### config.mk
export PLATFORM = sky130hd
export DESIGN_NAME = uart_mem_bridge_flat
export DESIGN_NICKNAME = d
export VERILOG_FILES = /design/src/rtl/uart_bridge_pkg.sv /design/src/rtl/uart_mem_bridge_if.sv /design/src/rtl/uart_mem_bridge.sv /design/src/flat_wrapper.sv
export SDC_FILE = /design/constraint.sdc
export NUM_CORES = 1
export LEC_CHECK = 0
export CAP_MARGIN = 10
export CORE_ASPECT_RATIO = 1.5
export CORE_UTILIZATION = 50
export CTS_BUF_LIST = sky130_fd_sc_hd__clkbuf_4 sky130_fd_sc_hd__clkbuf_8
export CTS_CLUSTER_SIZE = 30
export DETAILED_ROUTE_END_ITERATION = 10
export PLACE_DENSITY = 0.78
export SYNTH_ARGS = -nofsm -noshare
export SYNTH_HDL_FRONTEND = slang
export SYNTH_SLANG_ARGS = --single-unit
### constraint.sdc
create_clock -name CLK -period 4.8 [get_ports CLK]
set_input_delay 0.96 -clock CLK [delete_from_list [all_inputs] [get_ports CLK]]
set_output_delay 0.96 -clock CLK [all_outputs]
set_load 0.01 [all_outputs]
### src/rtl/uart_bridge_pkg.sv
// Shared definitions for the UART-to-memory bridge.
// Holds the command/response byte values of the host protocol, the FSM state
// encoding and a small helper that classifies command bytes.
package uart_bridge_pkg;

  localparam logic [7:0] CMD_WRITE = 8'h57;
  localparam logic [7:0] CMD_READ  = 8'h52;
  localparam logic [7:0] RSP_ACK   = 8'h06;
  localparam logic [7:0] RSP_NAK   = 8'h15;

  typedef enum logic [2:0] {
    S_IDLE  = 3'd0,
    S_ADDR  = 3'd1,
    S_WDATA = 3'd2,
    S_MEM   = 3'd3,
    S_RESP  = 3'd4
  } state_e;

  function automatic logic is_cmd(input logic [7:0] b);
    return (b == CMD_WRITE) || (b == CMD_READ);
  endfunction

endpackage

### src/rtl/uart_mem_bridge_if.sv
// Byte-FIFO and memory-bus signals between the bridge and its surroundings.
//   receivable/recv_data/recv_flag : receive FIFO head and pop strobe
//   sendable/send_data/send_flag   : send FIFO space and push strobe
//   mem_*                          : single-word request/ready memory bus
// master is the bridge side, slave is the FIFO/memory side.
interface uart_mem_bridge_if;

  logic        receivable;
  logic [7:0]  recv_data;
  logic        recv_flag;
  logic        sendable;
  logic [7:0]  send_data;
  logic        send_flag;
  logic [31:0] mem_addr;
  logic [31:0] mem_wdata;
  logic        mem_we;
  logic        mem_re;
  logic [31:0] mem_rdata;
  logic        mem_ready;

  modport master (
    input  receivable, recv_data, sendable, mem_rdata, mem_ready,
    output recv_flag, send_data, send_flag, mem_addr, mem_wdata, mem_we, mem_re
  );

  modport slave (
    output receivable, recv_data, sendable, mem_rdata, mem_ready,
    input  recv_flag, send_data, send_flag, mem_addr, mem_wdata, mem_we, mem_re
  );

endinterface

### src/rtl/uart_mem_bridge.sv
// Command-frame responder behind a buffered UART byte interface.
// Parses write (57 a0..a3 d0..d3) and read (52 a0..a3) frames from the receive
// FIFO, performs one memory access, and returns ACK or four read-data bytes
// (LSB first) through the send FIFO. Unknown command bytes get a NAK.
// Ports:
//   CLK, RST     : clock, asynchronous active-high reset
//   bus          : FIFO + memory signals (uart_mem_bridge_if.master)
//   busy         : high whenever the FSM is not idle
//   err_timeout  : sticky, set when a frame stalls too long mid-way
module uart_mem_bridge
  import uart_bridge_pkg::*;
#(
  parameter int unsigned TIMEOUT_CYCLES = 5000000
) (
  input  logic              CLK,
  input  logic              RST,
  uart_mem_bridge_if.master bus,
  output logic              busy,
  output logic              err_timeout
);

  localparam int unsigned CntW = (TIMEOUT_CYCLES > 1) ? $clog2(TIMEOUT_CYCLES) : 1;
  localparam logic [CntW-1:0] CntMax = CntW'(TIMEOUT_CYCLES - 1);

  state_e          state_q, state_d;
  logic [1:0]      bcnt_q, bcnt_d;
  logic [1:0]      rcnt_q, rcnt_d;
  logic [1:0]      rlast_q, rlast_d;
  logic            is_write_q, is_write_d;
  logic [31:0]     addr_q, addr_d;
  logic [31:0]     wdata_q, wdata_d;
  logic [31:0]     resp_q, resp_d;
  logic [CntW-1:0] idle_q, idle_d;
  logic            err_q, err_d;
  logic            pop_block_q, push_block_q;
  logic            pop, push, timeout, in_frame;

  // State register
  always_ff @(posedge CLK or posedge RST) begin
    if (RST) state_q <= S_IDLE;
    else     state_q <= state_d;
  end

  // Output decode
  always_comb begin
    pop         = 1'b0;
    push        = 1'b0;
    bus.mem_we  = 1'b0;
    bus.mem_re  = 1'b0;
    unique case (state_q)
      S_IDLE, S_ADDR, S_WDATA: pop = bus.receivable && !pop_block_q;
      S_MEM: begin
        bus.mem_we = is_write_q;
        bus.mem_re = !is_write_q;
      end
      S_RESP:  push = bus.sendable && !push_block_q;
      default: ;
    endcase
  end

  assign in_frame      = (state_q == S_ADDR) || (state_q == S_WDATA);
  assign timeout       = in_frame && !pop && (idle_q == CntMax);
  assign bus.recv_flag = pop;
  assign bus.send_flag = push;
  assign bus.send_data = resp_q[{rcnt_q, 3'b000} +: 8];
  assign bus.mem_addr  = addr_q;
  assign bus.mem_wdata = wdata_q;
  assign busy          = (state_q != S_IDLE);
  assign err_timeout   = err_q;

  // Next-state logic
  always_comb begin
    state_d = state_q;
    unique case (state_q)
      S_IDLE: if (pop) state_d = is_cmd(bus.recv_data) ? S_ADDR : S_RESP;
      S_ADDR: begin
        if (pop && bcnt_q == 2'd3) state_d = is_write_q ? S_WDATA : S_MEM;
        else if (timeout)          state_d = S_IDLE;
      end
      S_WDATA: begin
        if (pop && bcnt_q == 2'd3) state_d = S_MEM;
        else if (timeout)          state_d = S_IDLE;
      end
      S_MEM:   if (bus.mem_ready) state_d = S_RESP;
      S_RESP:  if (push && rcnt_q == rlast_q) state_d = S_IDLE;
      default: state_d = S_IDLE;
    endcase
  end

  // Byte assembler / response serializer
  always_comb begin
    bcnt_d     = bcnt_q;
    rcnt_d     = rcnt_q;
    rlast_d    = rlast_q;
    is_write_d = is_write_q;
    addr_d     = addr_q;
    wdata_d    = wdata_q;
    resp_d     = resp_q;
    err_d      = err_q;
    idle_d     = '0;
    if (in_frame && !pop && !timeout) idle_d = idle_q + CntW'(1);
    if (timeout) err_d = 1'b1;
    unique case (state_q)
      S_IDLE: begin
        if (pop) begin
          bcnt_d = 2'd0;
          rcnt_d = 2'd0;
          if (is_cmd(bus.recv_data)) begin
            is_write_d = (bus.recv_data == CMD_WRITE);
            err_d      = 1'b0;
          end else begin
            resp_d  = {24'h0, RSP_NAK};
            rlast_d = 2'd0;
          end
        end
      end
      S_ADDR: begin
        if (pop) begin
          addr_d[{bcnt_q, 3'b000} +: 8] = bus.recv_data;
          bcnt_d = bcnt_q + 2'd1;
        end
      end
      S_WDATA: begin
        if (pop) begin
          wdata_d[{bcnt_q, 3'b000} +: 8] = bus.recv_data;
          bcnt_d = bcnt_q + 2'd1;
        end
      end
      S_MEM: begin
        if (bus.mem_ready) begin
          resp_d  = is_write_q ? {24'h0, RSP_ACK} : bus.mem_rdata;
          rlast_d = is_write_q ? 2'd0 : 2'd3;
          rcnt_d  = 2'd0;
        end
      end
      S_RESP:  if (push) rcnt_d = rcnt_q + 2'd1;
      default: ;
    endcase
  end

  always_ff @(posedge CLK or posedge RST) begin
    if (RST) begin
      bcnt_q       <= '0;
      rcnt_q       <= '0;
      rlast_q      <= '0;
      is_write_q   <= 1'b0;
      addr_q       <= '0;
      wdata_q      <= '0;
      resp_q       <= '0;
      idle_q       <= '0;
      err_q        <= 1'b0;
      // Held high in reset so both strobes stay low while RST is asserted and
      // the FIFO flags are still settling; they clear on the first clock after.
      pop_block_q  <= 1'b1;
      push_block_q <= 1'b1;
    end else begin
      bcnt_q       <= bcnt_d;
      rcnt_q       <= rcnt_d;
      rlast_q      <= rlast_d;
      is_write_q   <= is_write_d;
      addr_q       <= addr_d;
      wdata_q      <= wdata_d;
      resp_q       <= resp_d;
      idle_q       <= idle_d;
      err_q        <= err_d;
      // FIFO flags lag a pop/push by one cycle, so skip the cycle after each.
      pop_block_q  <= pop;
      push_block_q <= push;
    end
  end

endmodule

### src/flat_wrapper.sv
// flat-port wrapper written by rule: the top's interface ports become plain ports
module uart_mem_bridge_flat import uart_bridge_pkg::*;
#(
  parameter int unsigned TIMEOUT_CYCLES = 5000000
)
  (CLK, RST, busy, err_timeout, bus_receivable, bus_recv_data, bus_sendable, bus_mem_rdata, bus_mem_ready, bus_recv_flag, bus_send_data, bus_send_flag, bus_mem_addr, bus_mem_wdata, bus_mem_we, bus_mem_re);
  uart_mem_bridge_if bus_i ();
  input  logic CLK;
  input  logic RST;
  output logic busy;
  output logic err_timeout;
  input wire logic [$bits(bus_i.receivable)-1:0] bus_receivable;
  input wire logic [$bits(bus_i.recv_data)-1:0] bus_recv_data;
  input wire logic [$bits(bus_i.sendable)-1:0] bus_sendable;
  input wire logic [$bits(bus_i.mem_rdata)-1:0] bus_mem_rdata;
  input wire logic [$bits(bus_i.mem_ready)-1:0] bus_mem_ready;
  output wire logic [$bits(bus_i.recv_flag)-1:0] bus_recv_flag;
  output wire logic [$bits(bus_i.send_data)-1:0] bus_send_data;
  output wire logic [$bits(bus_i.send_flag)-1:0] bus_send_flag;
  output wire logic [$bits(bus_i.mem_addr)-1:0] bus_mem_addr;
  output wire logic [$bits(bus_i.mem_wdata)-1:0] bus_mem_wdata;
  output wire logic [$bits(bus_i.mem_we)-1:0] bus_mem_we;
  output wire logic [$bits(bus_i.mem_re)-1:0] bus_mem_re;
  assign bus_i.receivable = bus_receivable;
  assign bus_i.recv_data = bus_recv_data;
  assign bus_i.sendable = bus_sendable;
  assign bus_i.mem_rdata = bus_mem_rdata;
  assign bus_i.mem_ready = bus_mem_ready;
  assign bus_recv_flag = bus_i.recv_flag;
  assign bus_send_data = bus_i.send_data;
  assign bus_send_flag = bus_i.send_flag;
  assign bus_mem_addr = bus_i.mem_addr;
  assign bus_mem_wdata = bus_i.mem_wdata;
  assign bus_mem_we = bus_i.mem_we;
  assign bus_mem_re = bus_i.mem_re;
  uart_mem_bridge #(.TIMEOUT_CYCLES(TIMEOUT_CYCLES)) u_core (.CLK(CLK), .RST(RST), .bus(bus_i), .busy(busy), .err_timeout(err_timeout));
endmodule
# Word level (Yosys, flattened, before mapping)
# Cells that the tools add are included.
[word_totals]
ff_bits = 132
inputBits = 45
out_inout_bits = 78
word_cells = 98
[op_classes]
n_addsub = 4
n_eq_ne = 15
shifts = 3
muxes = 36
reduce_logical = 28
[op_table]
columns = ["cell", "count"]
rows = [
  ["2-to-1 mux 32 bit", 4],
  ["bitwise mux 32 bit", 2],
  ["case mux 32 bit (2 select lines)", 1],
  ["variable shift 8 x 7 -> 32 bit, first input constant", 1],
  ["indexed part select 32 x 6 -> 8 bit", 1],
  ["indexed part select 8 x 7 -> 32 bit", 1],
  ["adder 23 x 1 -> 23 bit, second input constant", 1],
  ["equality test 23 bit, second input constant", 1],
  ["2-to-1 mux 23 bit", 1],
  ["2-to-1 mux 3 bit", 7],
  ["equality test 8 x 7 -> 1 bit, second input constant", 2],
  ["2-to-1 mux 2 bit", 8],
  ["case mux 3 bit (5 select lines)", 1],
  ["2-to-1 mux 1 bit", 9],
  ["AND reduction 3 bit", 3],
  ["!= test 2 x 1 -> 1 bit, second input constant", 4],
  ["case mux 2 bit (2 select lines)", 2],
  ["AND reduction 4 bit", 2],
  ["logical AND 1 bit", 7],
  ["negator 5 -> 7 bit", 1],
  ["equality test 3 x 2 -> 1 bit, second input constant", 2],
  ["case mux 2 bit (3 select lines)", 1],
  ["nonzero test 3 bit", 2],
  ["logical NOT 1 bit", 5],
  ["other kinds (12)", 17],
]

# Longest topological paths before layout
[logic_depth]
word_depth = 10
ltp_mapped = 7
depth_no_buf = 6

# Worst setup path before layout
# No wires, ideal clock.
[synth_timing]
path_type = "in2out"
from = "input bus_receivable"
to = "output bus_recv_flag"
arrival_ns = 1.669
required_ns = 3.840
setup_slack_ns = 2.171
cell_stages = 2
n_path_buf = 0
cell_sequence = "or3b_1 > a21oi_1"
[synth_between]
elab_chain_len = 2
[synth_lines]
columns = ["item", "line_no", "text"]
rows = [
  ["start: declaration", "flat_wrapper.sv:12", "input wire logic [$bits(bus_i.receivable)-1:0] bus_receivable;"],
  ["logical AND 1 bit", "uart_mem_bridge.sv:51", "S_IDLE, S_ADDR, S_WDATA: pop = bus.receivable && !pop_block_q;"],
  ["2-to-1 mux 1 bit", "uart_mem_bridge.sv:50", "unique case (state_q)"],
  ["end: declaration", "flat_wrapper.sv:17", "output wire logic [$bits(bus_i.recv_flag)-1:0] bus_recv_flag;"],
]
# No other way between the ends.

# Worst setup path in the final report
# Same ends and word-level chain as after synthesis.

==> metrics <==
initial detailed-routing violation count=193; HPWL Detailed=approximately 9500 µm; first-pass GRT wire length=approximately 22000 µm; flops & latches, synth=about 130; Core Util, Final=0.672; CP Max Fanout=4; # setup viols final=0; DRT antenna net count=0; WHS Path Cells=1; CTS Sinks=approximately 130; area share of the largest cell type after synthesis=0.545; status=completed; vias in the first global route=between 4000 and 5000; Synth async-reset ratio=1.00; total power=2.63 mW; Post-Route WL=13200 µm; Leakage Power=between 3 and 4 nW; r2r setup slk=roughly 2.3 ns; leading post-synthesis cells by cell area=dfrtp_1 (54%), mux2_2 (12%), a22o_1 (4.1%); GRT Total Usage=0.228; total number of yosys warnings=0; worst hold endpoint=u_core.idle_q[0]$_DFF_PP0_; Max Cap Violations=0; Tmin final=3.74 ns; Critical Path End Type=output pin; Worst-Margin Slew=0.877 ns; I/O pin cnt=about 120; CTS resizes=0; EDFF count, synth=0; # diodes=0; PD cells=around 340 mW/mm²; Die H=approximately 140 µm; Hold-fix buffers, CTS=0; register area=approximately 0.0033 mm²; FF-to-FF End=u_core.resp_q[0]$_DFFE_PP0P_; die area=0.0123 mm²; Period Utilization, post-route=0.780; Hold/Removal Path Class=reg2reg; Worst-path clk slew=0.07 ns; post-route DRC violation count=0; 1st-pass router iterations=4; initial antenna violation count=0; Setup Skew=approximately 0.008 ns; setup tns final=0 ns; relative slew slack=0.415; Max VDD drop=between 0.2 and 0.25 mV; H-tree depth=4; area leader, netlist=dfrtp_1; startpoint of the worst hold path=u_core.idle_q[0]$_DFF_PP0_; Multi-input gate area=approximately 0.0025 mm²; via count=about 4200; Initial Utilization=0.514; routed vias/inst=about 5.5; Fmax=0.267 GHz; Clock Tree Root=clkbuf_8; clock buffer depth=2; TritonCTS Buffers=17; Mapped Cells=470; final hold violations=0; Fillers=between 900 and 1000; Remaining Overflow, GRT=0; port bufs=~120; Placement Rows=48; synth-to-layout area growth=30.8%; Seq/Total Area, Yosys=0.554; WL per Instance=roughly 17 µm; syn_nets=approximately 520; Reg2Reg Depth=4; Mapped Area=between 0.005 and 0.006 mm²; Max Slew Vio Count=0; synth unique cells=55; CP Data Arrival Time=~2.8 ns; CTS tree=yes; ys flop type=dfrtp_1; largest net degree at the start of global routing=75; Post-CTS Setup Bufs=0; core area=0.0115 mm²; GPL Wtd Cong=0.834; Clock Latency Late Sink=between 0.4 and 0.5 ns; critical path type=in2out; Crit path required time=3.84 ns; layout cells sized above 1=0.191; synthesized area per cell=between 10 and 15 µm²; Worst setup SP type=primary input; RSZ-0062 raised after global routing=no; die width=90.9 µm; RR Startpoint=u_core.state_q[1]$_DFFE_PP0P_; Total Nets Final=approximately 650
[final cells by class]
class	instances	share of cell area
inverter	14	0.00710
tap	150	0.0242
multi-input combinational	308	0.320
timing repair buffer	126	0.161
sequential	131	0.423
clock buffer	18	0.0312
clock inverter	14	0.0323
[critical path, stage by stage]
cell and delay (ns):
clkdlybuf4s50_1 0.50, or3b_1 0.41, a21oi_1 0.29, clkdlybuf4s50_1 0.62
[logic make-up after synthesis]
logic type,count (synthesis),share of synthesized area
xor gates and xnor gates,12,0.0177
adders and majority gates,6,0.0127
AOI/OAI and AO/OA,74,0.0889
DFF,131,0.554
muxes,76,0.159
buffers and inverters,31,0.0281
and+or+nand+nor,140,0.139
[per-stage QoR]
step / hold WS, ns / instances / instance area (µm²) / setup WS (ns)
final: 0.488 / 761 / 7750 / 1.06
after global routing: 0.511 / 761 / 7750 / 0.976
after CTS: 0.496 / 761 / 7750 / 1.05
after detailed placement: 0.479 / 729 / 7260 / 1.06
after global placement: 0.474 / 729 / 7260 / 1.12
after floorplan: 0.455 / 470 / 5920 / 0.346
[state kept, by name (all words and copies together), names as in the netlist]
name,cells
u_core.push_block_q,1
u_core.bus.mem_wdata,32
u_core.resp_q,32
u_core.pop_block_q,1
u_core.bcnt_q,2
u_core.bus.mem_addr,32
u_core.rcnt_q,2
u_core.is_write_q,1
u_core.state_q,3
u_core.rlast_q,1
u_core.idle_q,23
u_core.err_timeout,1
[Yosys cell counts (2+ instances only)]
library cell / n
a21o_1: 3
a21oi_1: 15
a22o_1: 28
and2_1: 34
and3_1: 7
and4_1: 2
buf_2: 7
buf_6: 2
buf_8: 2
clkbuf_1: 4
dfrtp_1: 129
dfstp_2: 2
ha_1: 6
inv_1: 14
mux2_1: 3
mux2_2: 64
mux4_2: 8
nand2_1: 18
nand2b_1: 4
nand3_1: 14
nand4_1: 2
nor2_1: 19
nor2b_1: 2
nor3_1: 7
nor3b_1: 3
nor4b_1: 2
nor4bb_1: 3
o21ai_0: 11
o21ai_1: 2
o31ai_1: 7
or3_1: 6
or4_1: 7
xnor2_1: 5
xor2_1: 7
[cells in the final DEF, fill, tap and decap left out, drive strengths merged, types with 7 or more instances in the layout]
cell / synthesis / final
mux2: 67 / 67
dfrtp: 129 / 129
or4: 8 / 8
a21oi: 15 / 15
o31ai: 7 / 7
inv: 14 / 18
o21ai: 13 / 13
and3: 7 / 7
nor3: 7 / 7
a22o: 28 / 28
nand3: 14 / 14
and2: 34 / 34
or3: 7 / 7
mux4: 8 / 8
clkbuf: 4 / 18
nor2: 19 / 19
clkdlybuf4s50: 0 / 122
xor2: 7 / 7
nand2: 18 / 18
[routing by layer]
layer | wire length (µm) | track usage | vias up
li1 | - | - | 1967
met1 | 5320 | 0.270 | 2109
met2 | 7180 | 0.413 | 129
met3 | 547 | 0.0483 | 10
met4 | 105 | 0.0688 | 0
met5 | 0 | 0 | -
[report_power, final]
group | switching [mW] | total [mW] | internal (mW)
registers | 0.0561 | 1.19 | 1.13
clock network | 0.454 | 1.14 | 0.686
logic | 0.139 | 0.303 | 0.164
total | 0.649 | 2.63 | 1.98
[worst max path at each step]
| stage | start | end | slack, ns | cells past startpoint |
|---|---|---|---|---|
| floorplan | RST | u_core.bcnt_q[0]$_DFFE_PP0P_ | 0.35 | 1 |
| global placement | bus_receivable | bus_recv_flag | 1.12 | 4 |
| detailed placement | bus_receivable | bus_recv_flag | 1.06 | 4 |
| CTS | bus_receivable | bus_recv_flag | 1.05 | 4 |
| global route | bus_receivable | bus_recv_flag | 0.98 | 4 |
| finish | bus_receivable | bus_recv_flag | 1.06 | 4 |
(Power assumes the default switching activity.)
